### src/rtl/word_mem_pkg.sv
// Shared word-RAM constants and state encodings for the store and readback paths.
// Used by word_tx_streamer and tx_byte_handshake.
package word_mem_pkg;

  localparam int WORD_W = 56;
  localparam int NBYTES = WORD_W / 8;
  localparam int ADDR_W = 3;
  localparam int DEPTH  = 5;

  localparam int IDX_W = $clog2(NBYTES);
  localparam logic [IDX_W-1:0] LAST_IDX = IDX_W'(NBYTES - 1);
  localparam logic [ADDR_W:0] DEPTH_N = (ADDR_W + 1)'(DEPTH);

  typedef enum logic [2:0] {
    IDLE, RD, WT, LD, REQ, ACK, NXT
  } wtx_state_t;

  typedef enum logic [1:0] {
    H_IDLE, H_REQ, H_ACK
  } hs_state_t;

  function automatic logic [ADDR_W:0] clamp_words(
    input logic [ADDR_W:0] n
  );
    return (n > DEPTH_N) ? DEPTH_N : n;
  endfunction

endpackage

### src/rtl/word_tx_streamer_handshake.sv
// Level handshake toward uart_tx: one byte per go, done once the
// transmitter has taken the byte and gone idle again.
module tx_byte_handshake
  import word_mem_pkg::*;
(
  input  logic       clk,
  input  logic       rst,
  input  logic       go,
  input  logic [7:0] byte_in,
  input  logic       tx_busy,
  output logic       tx_start,
  output logic [7:0] tx_byte,
  output logic       ack,
  output logic       done
);

  hs_state_t state, state_n;

  // next state; go is also accepted while leaving ACK so bytes chain
  always_comb begin
    state_n = state;
    ack     = tx_start && tx_busy;
    done    = 1'b0;
    unique case (state)
      H_IDLE: if (go) state_n = H_REQ;
      H_REQ:  if (ack) state_n = H_ACK;
      H_ACK: begin
        if (!tx_busy) begin
          done    = 1'b1;
          state_n = go ? H_REQ : H_IDLE;
        end
      end
      default: state_n = H_IDLE;
    endcase
  end

  // request held while the transmitter is idle, dropped once it goes busy
  always_ff @(posedge clk) begin
    if (rst) begin
      state    <= H_IDLE;
      tx_start <= 1'b0;
      tx_byte  <= '0;
    end else begin
      state <= state_n;
      if (go) tx_byte <= byte_in;
      if (state_n == H_REQ && !tx_busy) tx_start <= 1'b1;
      else if (ack) tx_start <= 1'b0;
    end
  end

endmodule

### src/rtl/word_tx_streamer.sv
// Streams stored program words out MSB byte first through uart_tx.
// WORD_TX_CHECKSUM_EN appends a two's-complement checksum byte.
module word_tx_streamer
  import word_mem_pkg::*;
(
  input  logic              CLK_UART_i,
  input  logic              rst_i,
  input  logic              start_i,
  input  logic [ADDR_W:0]   num_words_i,
  output logic [ADDR_W-1:0] mem_addr_o,
  input  logic [WORD_W-1:0] mem_q_i,
  output logic              tx_start_o,
  output logic [7:0]        tx_byte_o,
  input  logic              tx_busy_i,
  output logic              busy_o,
  output logic              done_o,
  output logic [ADDR_W:0]   word_cnt_o
);

  wtx_state_t state, state_n;

  logic [WORD_W-1:0] shift;
  logic [IDX_W-1:0]  idx;
  logic [ADDR_W:0]   n_q;
  logic [ADDR_W:0]   n_words;
  logic              zpend;
  logic              accept;
  logic              last_word;
  logic              go;
  logic [7:0]        byte_in;
  logic              hs_ack;
  logic              hs_done;
  logic              ck;

`ifdef WORD_TX_CHECKSUM_EN
  logic [7:0] sum;
`else
  assign ck = 1'b0;
`endif

  assign n_words   = clamp_words(num_words_i);
  assign accept    = (state == IDLE) && start_i && !busy_o;
  assign last_word = (word_cnt_o + 1'b1) == n_q;

  // word sequencing and selection of the next byte to hand over
  always_comb begin
    state_n = state;
    go      = 1'b0;
    byte_in = shift[WORD_W-1 -: 8];
    unique case (state)
      IDLE: begin
        if (accept) begin
          if (n_words != '0) begin
            state_n = RD;
          end else begin
`ifdef WORD_TX_CHECKSUM_EN
            go      = 1'b1;
            byte_in = 8'h00;
            state_n = REQ;
`endif
          end
        end
      end
      RD: state_n = WT;
      WT: state_n = LD;
      LD: begin
        go      = 1'b1;
        byte_in = mem_q_i[WORD_W-1 -: 8];
        state_n = REQ;
      end
      REQ: if (hs_ack) state_n = ACK;
      ACK: begin
        if (hs_done) begin
          if (ck) begin
            state_n = IDLE;
          end else if (idx != LAST_IDX) begin
            go      = 1'b1;
            byte_in = shift[WORD_W-9 -: 8];
            state_n = REQ;
          end else begin
            state_n = NXT;
          end
        end
      end
      NXT: begin
        if (!last_word) begin
          state_n = RD;
        end else begin
`ifdef WORD_TX_CHECKSUM_EN
          go      = 1'b1;
          byte_in = 8'd0 - sum;
          state_n = REQ;
`else
          state_n = IDLE;
`endif
        end
      end
      default: state_n = IDLE;
    endcase
  end

  // state register plus the word, byte and status bookkeeping
  always_ff @(posedge CLK_UART_i) begin
    if (rst_i) begin
      state      <= IDLE;
      shift      <= '0;
      idx        <= '0;
      n_q        <= '0;
      zpend      <= 1'b0;
      mem_addr_o <= '0;
      busy_o     <= 1'b0;
      done_o     <= 1'b0;
      word_cnt_o <= '0;
`ifdef WORD_TX_CHECKSUM_EN
      ck         <= 1'b0;
`endif
    end else begin
      state  <= state_n;
      done_o <= 1'b0;
      unique case (state)
        IDLE: begin
          if (zpend) begin
            zpend  <= 1'b0;
            done_o <= 1'b1;
            busy_o <= 1'b0;
          end else if (accept) begin
            n_q        <= n_words;
            busy_o     <= 1'b1;
            word_cnt_o <= '0;
            mem_addr_o <= '0;
            if (n_words == '0) begin
`ifdef WORD_TX_CHECKSUM_EN
              ck <= 1'b1;
`else
              zpend <= 1'b1;
`endif
            end
          end
        end
        LD: begin
          shift <= mem_q_i;
          idx   <= '0;
        end
        ACK: begin
          if (hs_done) begin
            if (ck) begin
              done_o <= 1'b1;
              busy_o <= 1'b0;
`ifdef WORD_TX_CHECKSUM_EN
              ck     <= 1'b0;
`endif
            end else if (idx != LAST_IDX) begin
              idx   <= idx + 1'b1;
              shift <= shift << 8;
            end
          end
        end
        NXT: begin
          word_cnt_o <= word_cnt_o + 1'b1;
          if (!last_word) begin
            mem_addr_o <= mem_addr_o + 1'b1;
          end else begin
`ifdef WORD_TX_CHECKSUM_EN
            ck <= 1'b1;
`else
            done_o <= 1'b1;
            busy_o <= 1'b0;
`endif
          end
        end
        default: ;
      endcase
    end
  end

`ifdef WORD_TX_CHECKSUM_EN
  // running byte sum, restarted with every accepted stream
  always_ff @(posedge CLK_UART_i) begin
    if (rst_i || accept) sum <= '0;
    else if (go) sum <= sum + byte_in;
  end
`endif

  tx_byte_handshake u_hs (
    .clk      (CLK_UART_i),
    .rst      (rst_i),
    .go       (go),
    .byte_in  (byte_in),
    .tx_busy  (tx_busy_i),
    .tx_start (tx_start_o),
    .tx_byte  (tx_byte_o),
    .ack      (hs_ack),
    .done     (hs_done)
  );

endmodule

### config.mk
export PLATFORM = sky130hd
export DESIGN_NAME = word_tx_streamer
export DESIGN_NICKNAME = d
export VERILOG_FILES = /design/src/rtl/word_mem_pkg.sv /design/src/rtl/word_tx_streamer_handshake.sv /design/src/rtl/word_tx_streamer.sv
export SDC_FILE = /design/constraint.sdc
export NUM_CORES = 1
export LEC_CHECK = 0
export ABC_CLOCK_PERIOD_IN_PS = 2500
export CAP_MARGIN = 10
export CORE_MARGIN = 2
export CORE_UTILIZATION = 65
export CTS_BUF_LIST = sky130_fd_sc_hd__clkbuf_8
export DETAILED_ROUTE_END_ITERATION = 12
export DONT_BUFFER_PORTS = 1
export PLACE_DENSITY = 0.81
export SETUP_SLACK_MARGIN = 0.4
export SYNTH_ARGS = -nofsm -noshare
export SYNTH_HDL_FRONTEND = slang
export SYNTH_SLANG_ARGS = --single-unit
### constraint.sdc
create_clock -name CLK_UART_i -period 2.5 [get_ports CLK_UART_i]
set_clock_uncertainty 0.1 [all_clocks]
set_input_delay 0.375 -clock CLK_UART_i [delete_from_list [all_inputs] [get_ports CLK_UART_i]]
set_output_delay 0.375 -clock CLK_UART_i [all_outputs]
set_load 0.01 [all_outputs]
# --- Word-level counts from Yosys, hierarchy flattened ---
# Index checks and enable logic that the tools add are counted.
totals:
  reg_bits: 87
  input_bits: 64
  out_inout_bits: 18
  elab_cells: 102
classes:
  add_sub_neg: 3
  n_lt_le_gt_ge: 1
  eq_ne: 20
  muxes: 46
  bitwise_logic: 1
  reduce_logical: 19
op_table:
  columns: ["cell", "count"]
  rows:
  - ["56-bit 2-to-1 mux", 2]
  - ["56-bit one-hot mux with 2 select lines", 1]
  - ["3-bit 2-to-1 mux", 9]
  - ["3-bit one-hot mux with 7 select lines", 1]
  - ["1-bit 2-to-1 mux", 16]
  - ["8-bit 2-to-1 mux", 2]
  - ["8-bit one-hot mux with 2 select lines", 1]
  - ["2-bit inequality test, second input constant", 7]
  - ["4-bit 2-to-1 mux", 3]
  - ["3-bit one-hot mux with 2 select lines", 2]
  - ["3-bit AND reduction", 4]
  - ["3-bit == test, second input constant", 3]
  - ["2-bit 2-to-1 mux", 4]
  - ["4-bit one-hot mux with 2 select lines", 1]
  - ["4-bit AND reduction", 2]
  - ["3-bit by 1-bit adder with 3-bit output, second input constant", 2]
  - ["3-bit by 2-bit == test with 1-bit output, second input constant", 2]
  - ["3-bit inequality test, second input constant", 2]
  - ["1-bit one-hot mux with 2 select lines", 3]
  - ["2-bit one-hot mux with 3 select lines", 1]
  - ["2-bit nonzero test", 3]
  - ["4-bit by 1-bit adder with 4-bit output, second input constant", 1]
  - ["2-bit by 1-bit == test with 1-bit output, second input constant", 2]
  - ["4-bit == test", 1]
  - ["11 further kinds", 15]

# --- Logic depth before layout (Yosys ltp) ---
depth:
  word_depth: 10
  ltp_mapped: 8
  ltp_nobuf: 6

# --- By module ---
# Synthesis repeated with hierarchy kept, for this count alone.
hier_totals:
  cells_unflattened: 412
  hier_area_um2: 4154.0
by_module_without_submodules:
  columns: ["mod", "n_inst", "cells_each", "area_per_inst_um2", "seq_area_each_um2"]
  rows:
  - ["word_tx_streamer", 1, 371, 3731.1, 1521.5]
  - ["tx_byte_handshake", 1, 41, 422.9, 220.2]

# --- Worst setup path before layout ---
# No wires, ideal clock.
synth_timing:
  path_kind: "register -> register"
  startpoint: "register u_hs.state[1]"
  endpoint: "register idx[2]"
  setup_ps: 80
  arrival_time_ps: 1768
  required_time_ps: 2320
  slack_ps: 553
  stages_incl_launch_ff: 7
  path_buffers: 2
  period_less_slack_ps: 1947
  path_cell_list: "dfxtp_1 > or3b_1 > buf_2 > o31a_1 > buf_6 > or3_1 > a211oi_2"
synth_between:
  elab_chain_cells: 4
synth_rtl:
  columns: ["element", "line_no", "source"]
  rows:
  - ["start, declared", "word_tx_streamer_handshake.sv:17", "hs_state_t state, state_n;"]
  - ["start signal, assigned", "word_tx_streamer_handshake.sv:44", "state <= state_n;"]
  - ["2-bit == test", "word_tx_streamer_handshake.sv:24", "unique case (state)"]
  - ["1-bit 2-to-1 mux", "word_tx_streamer_handshake.sv:24", null]
  - ["2-bit inequality test (no source line)", null, null]
  - ["3-bit AND reduction (no source line)", null, null]
  - ["end signal, assigned", "word_tx_streamer.sv:153", "idx <= idx + 1'b1;"]
  - ["end, declared", "word_tx_streamer.sv:23", "logic [IDX_W-1:0] idx;"]
# No other way between the ends.
# A chain may end at the register's enable or synchronous reset.

# --- Worst setup path after layout ---
layout_timing:
  startpoint: "register state[1]"
  endpoint: "register shift[43]"
layout_between:
  elab_chain_cells: 3
  elab_cells_between_ends: 7
  cone_classes: "eq/ne (4); mux (1); reduce/logical (2)"
layout_rtl:
  columns: ["element", "line_no", "source"]
  rows:
  - ["start, declared", "word_tx_streamer.sv:20", "wtx_state_t state, state_n;"]
  - ["start signal, assigned", "word_tx_streamer.sv:118", "state <= state_n;"]
  - ["3-bit == test / 3-bit by 2-bit == test with 1-bit output (equally long branches)", "word_tx_streamer.sv:120", "unique case (state)"]
  - ["2-bit inequality test (no source line) / 2-bit nonzero test (equally long branches)", null, null]
  - ["3-bit AND reduction (no source line)", null, null]
  - ["end signal, assigned", "word_tx_streamer.sv:141", "shift <= mem_q_i;"]
  - ["end signal, assigned", "word_tx_streamer.sv:154", "shift <= shift << 8;"]
  - ["end, declared", "word_tx_streamer.sv:22", "logic [WORD_W-1:0] shift;"]
# Parallel ways exist; a longest one is shown, timed or not.

==> results.toml <==
[placement]
post-place-ws_ns = 0.3043
io_buffers = 0
placed_area_um2 = 3595
dp_hpwl_um = 5261
gp_congestion = 0.7976
dp.cells = 432

[synthesis]
synthArstFlopShare_pct = 0
netlist_top_cells_area = "dfxtp_1 (45%), mux2i_1 (12%), a211oi_1 (9.3%)"
synth_ff_type = "dfxtp_1"
synth.top_cell.area_share_pct = 44.66
syn_nets = 454
postSynthCellCount = 386
yosys.cell_types.count = 44
netlist_area_um2 = 3541
ys_seq_area_share_pct = 44.66
synth.avg_cell_area_um2 = 9.173
synth_edf_count = 0
synth_warnings = 0
synth-seq-cells = 79
synth_top_area_cell = "dfxtp_1"

[sta]
relSlewSlack_pct = 67.54
rsz0062_at_grt = "false"
max_freq_ghz = 0.4930
tns_ns = 0
fin_ws_ns = 0.4715
min_period_ns = 2.029
slew_viol_final = 0
hold_viol = 0
setup_viol = 0
fin_crit_sh_pct = 81.14
tightest_slew_ns = 0.4843

[floorplan]
die_w_um = 77.81
die_h_um = 77.81
rows = 26
die_area_um2 = 6054
ios = 82
core_um2 = 5172
initial_core_util_pct = 68.46

[clock_network]
clock_latency_ns = 0.35
cts-htree-levels = 3
clk_pin_slew_ns = 0.07
cts_tree = "done"
cts_buffers = 9
cts_max_path_buffers = 2
cts_root_buf = "clkbuf_8"
cts.sinks = 79

[final_layout]
syn2layout_area_growth_pct = 9.647
multiInputGateArea_um2 = 1815
fin_cells = 452
layout.nets = 445
nFillCells = 360
drive_gt1_share_pct = 8.639
register_area_um2 = 1582
stdcell_area_um2 = 3882
diodes = 0

[setup_path]
crit_slowest_cell = "dfxtp_1"
critPathLaunchType = "flip-flop"
crit_chain = "nand3b_1 > buf_4 > buf_6 > mux2i_1 > a211oi_1"
critical_path_class = "reg -> reg"
critPathMaxStageDelay_ns = 0.57
worstPathRequired_ns = 2.63
endpoint_kind = "flip-flop"
arrival_ns = 2.15
critPathMaxFanout = 40

[drt]
drt_first_pass_iters = 4
via_per_inst = 6.100
route.detailed.drc = 0
vias = 2757
wl_per_cell_um = 17.15
drt.antenna.violating_nets = 0
first_iter_violations = 154
routed_wirelength_um = 7753

[global_route]
grt_start_max_net_pins = 67
grt_pass1_vias = 2782
grt_usage_pct = 26.70
grt_pass1_wl_um = 12720
grt_overflow_total = 0
antenna_found_initial = 0

[job]
cap_violations = 0

[power_and_ir_drop]
irDropWorstVdd_v = 0.0004203
p_leak_nw = 1.550
cellPowerDensity_nw_per_um2 = 647.5

[worst_hold_path]
min_path_type = "in -> reg"

[status]
status = "complete, no violations"
-- Yosys cell counts (4+ instances only) --
cell type and count:
nand3b_1 5, nor3_1 5, a211oi_1 44, dfxtp_1 79, mux2i_1 44, o21bai_1 4
buf_2 9, nand2b_1 5, xnor2_1 4, and2_1 5, a21oi_1 28, nor2_1 57
clkbuf_1 19, inv_1 6, o21ai_1 4, nand2_1 16, nand3_1 6, ha_1 4
a22oi_1 11
-- kinds of logic (layout without fill, tap and decap cells) --
kind of cell               Yosys count  after routing  share of synthesized area (%)
adders and majority gates            4              4                          1.413
DFF                                 79             79                          44.66
buffers and inverters               38             34                          4.876
AOI/OAI and AO/OA                  102            102                          19.58
xor gates and xnor gates             6              6                          1.908
muxes                               44             44                          12.44
and+or+nand+nor                    113            113                          15.12
-- layer usage --
layer	part of all wire [%]	global-route usage, %	vias up
met5	0	0	-
met1	41	31.03	1265
met4	2.7	13.39	0
li1	-	-	1378
met3	7.5	9.070	20
met2	49	43.71	94
-- worst paths after layout --
path,slack [ns],cells past startpoint,endpoint,startpoint
min reg2reg,0.39,1,n_q[3],n_q[3]
max,0.47,5,shift[43],state[1]
min,0.09,1,u_hs.state[1],tx_busy_i
max reg2reg,0.47,5,shift[43],state[1]
-- power by group --
group	total [W]	internal, W	switching (W)	leakage, nW
Combinational	0.000203	0.0000923	0.000111	0.798
Sequential	0.00133	0.00129	0.0000373	0.638
Clock	0.000979	0.000537	0.000442	0.114
Total	0.00251	0.00192	0.000590	1.55
-- through the flow --
stage	utilization (%)	power (W)	hold slack, ns
4_1_cts	74.72	0.002530	0.06585
3_3_place_gp	69.50	0.001524	0.3495
2_1_floorplan	-	0.001510	0.3436
3_5_place_dp	69.50	0.001532	0.3530
5_1_grt	75.06	0.002609	0.07295
6_report	75.06	0.002514	0.08576
-- cell usage in the layout (no fill, tap or decap), types with 2 or more instances in the layout --
| cell type | instances |
|---|---|
| nor3_2 | 4 |
| a21oi_1 | 28 |
| clkbuf_8 | 12 |
| nand2b_1 | 5 |
| inv_1 | 7 |
| or3_1 | 3 |
| dfxtp_1 | 79 |
| nand3_1 | 6 |
| xnor2_1 | 4 |
| nor2_1 | 57 |
| ha_1 | 4 |
| nor3b_1 | 3 |
| clkinv_2 | 2 |
| mux2i_1 | 44 |
| a211oi_1 | 44 |
| nor3_1 | 2 |
| o21ai_1 | 4 |
| buf_4 | 5 |
| and2_1 | 5 |
| a22oi_1 | 11 |
| nand3b_1 | 5 |
| buf_12 | 4 |
| nand2_1 | 16 |
| o21bai_1 | 4 |
-- flip-flops by register name, indices dropped and copies added, names as in the netlist --
signal	count
shift	48
u_hs.tx_start	1
u_hs.state	2
state	3
mem_addr_o	3
idx	3
done_o	1
busy_o	1
u_hs.tx_byte	8
zpend	1
word_cnt_o	4
n_q	4
-- critical path, delay by kind of cell, from the launching register on --
kind                   cells  cell delay, ns
flip-flops                 1            0.57
multiplexers               1            0.34
buffers and inverters      2            0.56
AND/OR/NAND/NOR            1            0.18
AO/OA/AOI/OAI              1            0.11
-- cell type report --
| class | count | share of cell area (%) |
|---|---|---|
| repair buffers | 12 | 4.286 |
| flip-flops and latches | 79 | 40.73 |
| clock inverters | 4 | 1.128 |
| inverters | 6 | 0.5801 |
| well taps | 70 | 2.256 |
| clock buffers | 12 | 4.254 |
| multi-input cells | 269 | 46.76 |
-- what timing repair did --
item | in CTS | in global routing
gates resized for setup | 1 | 2
hold buffers | 2 | 0
pin swaps | 1 | 1
endpoints found under the hold margin | 66 | 0
cloned | 0 | 0
buffers inserted | 1 | 1
endpoints found under the setup margin | 38 | 22
(Power assumes the default switching activity.)
